## config.mk

```make
export PLATFORM = sky130hd
export DESIGN_NAME = phaser_out_tap_ctrl
export DESIGN_NICKNAME = d
export VERILOG_FILES = /design/src/rtl/phaser_out_tap_ctrl.sv
export SDC_FILE = /design/constraint.sdc
export NUM_CORES = 1
export LEC_CHECK = 0
export CORE_ASPECT_RATIO = 1.75
export CORE_UTILIZATION = 40
export DETAILED_ROUTE_END_ITERATION = 8
export GPL_ROUTABILITY_DRIVEN = 0
export GPL_TIMING_DRIVEN = 0
export SLEW_MARGIN = 15
export SYNTH_ARGS = -nofsm -noshare
export SYNTH_HDL_FRONTEND = slang
export SYNTH_SLANG_ARGS = --single-unit
```

## constraint.sdc

```tcl
create_clock -name SYSCLK -period 3.82 [get_ports SYSCLK]
set_input_delay 0.955 -clock SYSCLK [delete_from_list [all_inputs] [get_ports SYSCLK]]
set_output_delay 0.955 -clock SYSCLK [all_outputs]
set_load 0.05 [all_outputs]
```

## src/rtl/phaser_out_tap_ctrl.sv

```systemverilog
// phaser_out_tap_ctrl
//   Walks a PHASER_OUT coarse/fine delay line from its current tap position to a
//   requested (coarse, fine) target. It issues one single-cycle enable pulse per tap
//   step and waits STEP_GAP cycles after every pulse so the phaser can settle. Coarse
//   steps always finish before fine steps. An overflow flag seen during a settle gap
//   aborts the walk and sets a sticky ERR flag.
//
//   Ports
//     SYSCLK, RST_N                 clock, synchronous active-low reset
//     REQ_VALID/REQ_READY           request handshake; READY is high only when idle
//     REQ_COARSE, REQ_FINE          6-bit target taps
//     DONE                          one-cycle pulse on completion or abort
//     ERR                           sticky overflow abort, cleared by the next accept
//     BUSY                          high whenever a request is being processed
//     CUR_COARSE, CUR_FINE          tracked phaser position
//     COARSEENABLE/COARSEINC        coarse step pulse and direction (1 = up)
//     FINEENABLE/FINEINC            fine step pulse and direction (1 = up)
//     COARSEOVERFLOW, FINEOVERFLOW  overflow flags from the phaser
//
//   state  | meaning
//   -------+---------------------------------------------------------
//   IDLE   | waiting for a request, READY high
//   C_STEP | one coarse enable pulse, coarse position moves by one
//   C_WAIT | coarse settle gap, watching COARSEOVERFLOW
//   F_STEP | one fine enable pulse, fine position moves by one
//   F_WAIT | fine settle gap, watching FINEOVERFLOW
//   FIN    | DONE pulse, back to IDLE
module phaser_out_tap_ctrl #(
    parameter int STEP_GAP    = 8,
    parameter int COARSE_INIT = 0,
    parameter int FINE_INIT   = 0
) (
    input  logic       SYSCLK,
    input  logic       RST_N,
    input  logic       REQ_VALID,
    output logic       REQ_READY,
    input  logic [5:0] REQ_COARSE,
    input  logic [5:0] REQ_FINE,
    output logic       DONE,
    output logic       ERR,
    output logic       BUSY,
    output logic [5:0] CUR_COARSE,
    output logic [5:0] CUR_FINE,
    output logic       COARSEENABLE,
    output logic       COARSEINC,
    output logic       FINEENABLE,
    output logic       FINEINC,
    input  logic       COARSEOVERFLOW,
    input  logic       FINEOVERFLOW
);

    localparam logic [5:0] C_INIT   = 6'(COARSE_INIT);
    localparam logic [5:0] F_INIT   = 6'(FINE_INIT);
    localparam logic [7:0] GAP_LOAD = 8'(STEP_GAP - 1);

    typedef enum logic [2:0] {
        S_IDLE,
        S_C_STEP,
        S_C_WAIT,
        S_F_STEP,
        S_F_WAIT,
        S_FIN
    } state_t;

    state_t     state, state_d;
    logic [5:0] tgt_coarse, tgt_coarse_d;
    logic [5:0] tgt_fine, tgt_fine_d;
    logic [5:0] cur_coarse_d, cur_fine_d;
    logic [7:0] gap_cnt, gap_cnt_d;
    logic       err_d;
    logic       c_en_d, c_inc_d, f_en_d, f_inc_d;
    logic       done_d, busy_d, ready_d;

    always_comb begin
        state_d      = state;
        tgt_coarse_d = tgt_coarse;
        tgt_fine_d   = tgt_fine;
        cur_coarse_d = CUR_COARSE;
        cur_fine_d   = CUR_FINE;
        gap_cnt_d    = gap_cnt;
        err_d        = ERR;

        case (state)
            S_IDLE: begin
                if (REQ_VALID && REQ_READY) begin
                    tgt_coarse_d = REQ_COARSE;
                    tgt_fine_d   = REQ_FINE;
                    err_d        = 1'b0;
                    if (REQ_COARSE != CUR_COARSE)
                        state_d = S_C_STEP;
                    else if (REQ_FINE != CUR_FINE)
                        state_d = S_F_STEP;
                    else
                        state_d = S_FIN;
                end
            end
            S_C_STEP: begin
                cur_coarse_d = (tgt_coarse > CUR_COARSE) ? CUR_COARSE + 6'd1 : CUR_COARSE - 6'd1;
                gap_cnt_d    = GAP_LOAD;
                state_d      = S_C_WAIT;
            end
            S_C_WAIT: begin
                if (COARSEOVERFLOW) begin
                    err_d   = 1'b1;
                    state_d = S_FIN;
                end else if (gap_cnt == 8'd0) begin
                    if (CUR_COARSE != tgt_coarse)
                        state_d = S_C_STEP;
                    else if (CUR_FINE != tgt_fine)
                        state_d = S_F_STEP;
                    else
                        state_d = S_FIN;
                end else begin
                    gap_cnt_d = gap_cnt - 8'd1;
                end
            end
            S_F_STEP: begin
                cur_fine_d = (tgt_fine > CUR_FINE) ? CUR_FINE + 6'd1 : CUR_FINE - 6'd1;
                gap_cnt_d  = GAP_LOAD;
                state_d    = S_F_WAIT;
            end
            S_F_WAIT: begin
                if (FINEOVERFLOW) begin
                    err_d   = 1'b1;
                    state_d = S_FIN;
                end else if (gap_cnt == 8'd0) begin
                    state_d = (CUR_FINE != tgt_fine) ? S_F_STEP : S_FIN;
                end else begin
                    gap_cnt_d = gap_cnt - 8'd1;
                end
            end
            S_FIN: begin
                state_d = S_IDLE;
            end
            default: begin
                state_d = S_IDLE;
            end
        endcase

        // Outputs are registered from the next state so they line up with the
        // state register. The position does not change on entry to a STEP state,
        // so the direction compare against the current position is exact.
        c_en_d  = (state_d == S_C_STEP);
        c_inc_d = c_en_d && (tgt_coarse_d > cur_coarse_d);
        f_en_d  = (state_d == S_F_STEP);
        f_inc_d = f_en_d && (tgt_fine_d > cur_fine_d);
        done_d  = (state_d == S_FIN);
        busy_d  = (state_d != S_IDLE);
        ready_d = (state_d == S_IDLE);
    end

    always_ff @(posedge SYSCLK) begin
        if (!RST_N) begin
            state        <= S_IDLE;
            tgt_coarse   <= C_INIT;
            tgt_fine     <= F_INIT;
            CUR_COARSE   <= C_INIT;
            CUR_FINE     <= F_INIT;
            gap_cnt      <= 8'd0;
            ERR          <= 1'b0;
            COARSEENABLE <= 1'b0;
            COARSEINC    <= 1'b0;
            FINEENABLE   <= 1'b0;
            FINEINC      <= 1'b0;
            DONE         <= 1'b0;
            BUSY         <= 1'b0;
            REQ_READY    <= 1'b1;
        end else begin
            state        <= state_d;
            tgt_coarse   <= tgt_coarse_d;
            tgt_fine     <= tgt_fine_d;
            CUR_COARSE   <= cur_coarse_d;
            CUR_FINE     <= cur_fine_d;
            gap_cnt      <= gap_cnt_d;
            ERR          <= err_d;
            COARSEENABLE <= c_en_d;
            COARSEINC    <= c_inc_d;
            FINEENABLE   <= f_en_d;
            FINEINC      <= f_inc_d;
            DONE         <= done_d;
            BUSY         <= busy_d;
            REQ_READY    <= ready_d;
        end
    end

endmodule

```

==> flow_summary.json <==
{
  "grt_pass1_wl_um": 11700,
  "placed_cell_area_um2": 3310,
  "fin_skew_ns": 0.00368,
  "finalHoldViolCount": 0,
  "cts.path.max_buffers": 2,
  "fin_crit_sh": 0.977,
  "cts_sinks": 43,
  "layout_commonest_cell": "clkdlybuf4s50_1",
  "wl_per_cell_um": 16.0,
  "final_area_um2": 3730,
  "first_pass_iters": 4,
  "die_y_um": 113,
  "min_from": "CUR_FINE[5]$_SDFF_PN0_",
  "cap_viol_max_count": 0,
  "clk_latency_ns": 0.29,
  "start_util": 0.413,
  "layout_common_cells": "clkdlybuf4s50_1, dfxtp_1, ha_1, inv_1, nor2_1",
  "cp.required_ns": 4.02,
  "cp-startpoint": "CUR_COARSE[4]$_SDFF_PN0_",
  "hold_depth": 2,
  "vias_per_cell": 5.32,
  "crit_fanout": 5,
  "io_pins": 37,
  "synth_seq_area_share": 0.304,
  "drive_gt1_frac": 0.198,
  "num_rows": 40,
  "drc": 0,
  "synth_edf_count": 0,
  "cts-root-buf": "clkbuf_16",
  "synth.distinct_cells": 49,
  "synthArstFlopShare": 0,
  "wl_met3_um": 160,
  "grt_overflow": 0,
  "hold_path.class": "reg2reg",
  "postRouteAntennaNets": 0,
  "track_usage": 0.210,
  "diodes": 0,
  "core-area_um2": 6860,
  "grt_antenna_before_repair": 0,
  "wl_met1_um": 2750,
  "end_kind": "register",
  "finalSetupViolCount": 0,
  "drt-initial-drc-count": 103,
  "portBuffers": 36,
  "holdWs_ns": 0.495,
  "avgSynthCellArea_um2": 9.07,
  "cts_tree": "done",
  "fmax_mhz": 268,
  "routed-wl-met2_um": 4220,
  "drv_slew": 0,
  "status": "finished clean",
  "dp_hpwl_um": 5550,
  "netlist_instances": 312,
  "cts_inserted_buffers": 5,
  "hold_buffers": 0,
  "syn_to_final_growth_pct": 32.0,
  "setup_tns_ns": 0,
  "n_fill_cell": 613,
  "die_area_um2": 7430,
  "grt_max_degree": 14,
  "highest_layer": "met4",
  "regToRegEndpoint": "COARSEINC$_SDFF_PN0_",
  "vias": 2430,
  "fp.dieW_um": 65.6,
  "critPathKind": "reg2reg",
  "arrival_ns": 3.93,
  "grt_pass1_vias": 2465,
  "syn_area_um2": 2830,
  "whs_endpoint": "CUR_FINE[5]$_SDFF_PN0_",
  "slew_headroom": 0.305,
  "wl_um": 7330,
  "synth_seq_cells": 43,
  "synthFlopType": "dfxtp_1",
  "cts.clk_slew.worst_paths_ns": 0.06,
  "rrSetupSlack_ns": 0.09,
  "htreeDepth": 2,
  "yosysWarnings": 0,
  "reg2regPathDepth": 17,
  "start_kind": "register",
  "finalCriticalPeriod_ns": 3.73,
  "syn_nets": 365,
  "tightest_slew_ns": 1.03,
  "final_nets": 425,
  "rr_startpoint": "CUR_COARSE[4]$_SDFF_PN0_"
}
per-layer routing:
metal | vias up | global-route usage
met2 | 40 | 0.407
met3 | 12 | 0.0323
met5 | - | 0
li1 | 1211 | -
met4 | 0 | 0.0855
met1 | 1167 | 0.214
worst max-delay path: stages (launching register included):
cell and delay (ns):
dfxtp_4 0.37, inv_1 0.07, ha_4 0.27, nand4_1 0.17
a21oi_2 0.22, o32ai_4 0.13, buf_6 0.15, buf_4 0.14
ha_4 0.21, a21o_1 0.19, or4_1 0.46, mux2i_1 0.21
xnor2_1 0.13, ha_1 0.31, o21ai_0 0.09, a21oi_1 0.16
o22ai_2 0.11, nor4_1 0.26
logic make-up (layout without fill, tap and decap cells):
logic type | count (synthesis) | after routing | synth area share
multiplexers | 18 | 18 | 0.0681
buffers and inverters | 30 | 91 | 0.0407
AO/OA/AOI/OAI | 53 | 53 | 0.127
flip-flops | 43 | 43 | 0.304
AND/OR/NAND/NOR | 104 | 104 | 0.209
XOR/XNOR | 28 | 28 | 0.0867
adder cells (fa/ha/maj) | 36 | 36 | 0.165
state kept, by name (all words and copies together) (netlist names):
| name | cells |
|---|---|
| gap_cnt | 8 |
| CUR_COARSE | 6 |
| CUR_FINE | 6 |
| tgt_coarse | 6 |
| tgt_fine | 6 |
| state | 3 |
| BUSY | 1 |
| COARSEENABLE | 1 |
| COARSEINC | 1 |
| DONE | 1 |
| ERR | 1 |
| FINEENABLE | 1 |
| FINEINC | 1 |
| REQ_READY | 1 |
timing repair:
item,4_1_cts,5_1_grt
gates cloned,0,0
resized for setup,4,30
setup buffers,3,14
setup endpoints to repair,2,2
pin swaps,3,15
stage by stage:
step	util	setup WS, ns	std cells
2_1_floorplan	-	0.0605	312
3_3_place_gp	0.482	-0.364	432
3_5_place_dp	0.482	-0.417	432
4_1_cts	0.512	0.0171	443
5_1_grt	0.545	-0.0459	457
6_report	0.545	0.0887	457
worst max path at each step:
stage	end	slack, ns	cells after the start
finish	COARSEINC$_SDFF_PN0_	0.09	17
global route	COARSEINC$_SDFF_PN0_	-0.05	17
CTS	COARSEINC$_SDFF_PN0_	0.02	16
detailed placement	FINEINC$_SDFF_PN0_	-0.42	17
global placement	FINEINC$_SDFF_PN0_	-0.36	17
floorplan	COARSEINC$_SDFF_PN0_	0.06	16
area by class of cell:
type	count	area (µm²)	share of cell area
clock inverter	1	7.51	0.00201
clock buffer	7	153	0.0409
tap	84	105	0.0282
inverter	23	86.3	0.0231
sequential	43	888	0.238
buffer	7	28.8	0.00771
timing repair buffer	53	492	0.132
multi-input combinational	239	1970	0.528
synthesized netlist by cell type (2+ instances only):
library cell / n / area (µm²)
and2_1: 13 / 81.3
buf_2: 2 / 10.0
o21a_1: 4 / 30.0
xnor2_1: 11 / 96.3
inv_1: 23 / 86.3
nor2b_1: 16 / 100
dfxtp_1: 43 / 861
nand4_1: 3 / 18.8
nand3_1: 8 / 40.0
nand2_1: 15 / 56.3
fa_1: 2 / 40.0
a21oi_1: 15 / 75.1
xor2_1: 17 / 149
clkbuf_1: 5 / 18.8
nor3_1: 4 / 20.0
o31ai_1: 2 / 15.0
a21o_1: 6 / 45.0
nor2_1: 20 / 75.1
nor4_1: 5 / 31.3
or4_1: 3 / 22.5
o21ai_0: 7 / 35.0
a21boi_0: 2 / 15.0
nand2b_1: 5 / 31.3
mux2_2: 10 / 113
or4b_2: 2 / 20.0
a211oi_1: 3 / 22.5
mux2i_1: 8 / 80.1
ha_1: 34 / 425
o211a_1: 4 / 40.0
Power is not shown: default switching activity piles up to over one toggle a cycle in this logic, so the estimate is an artifact.
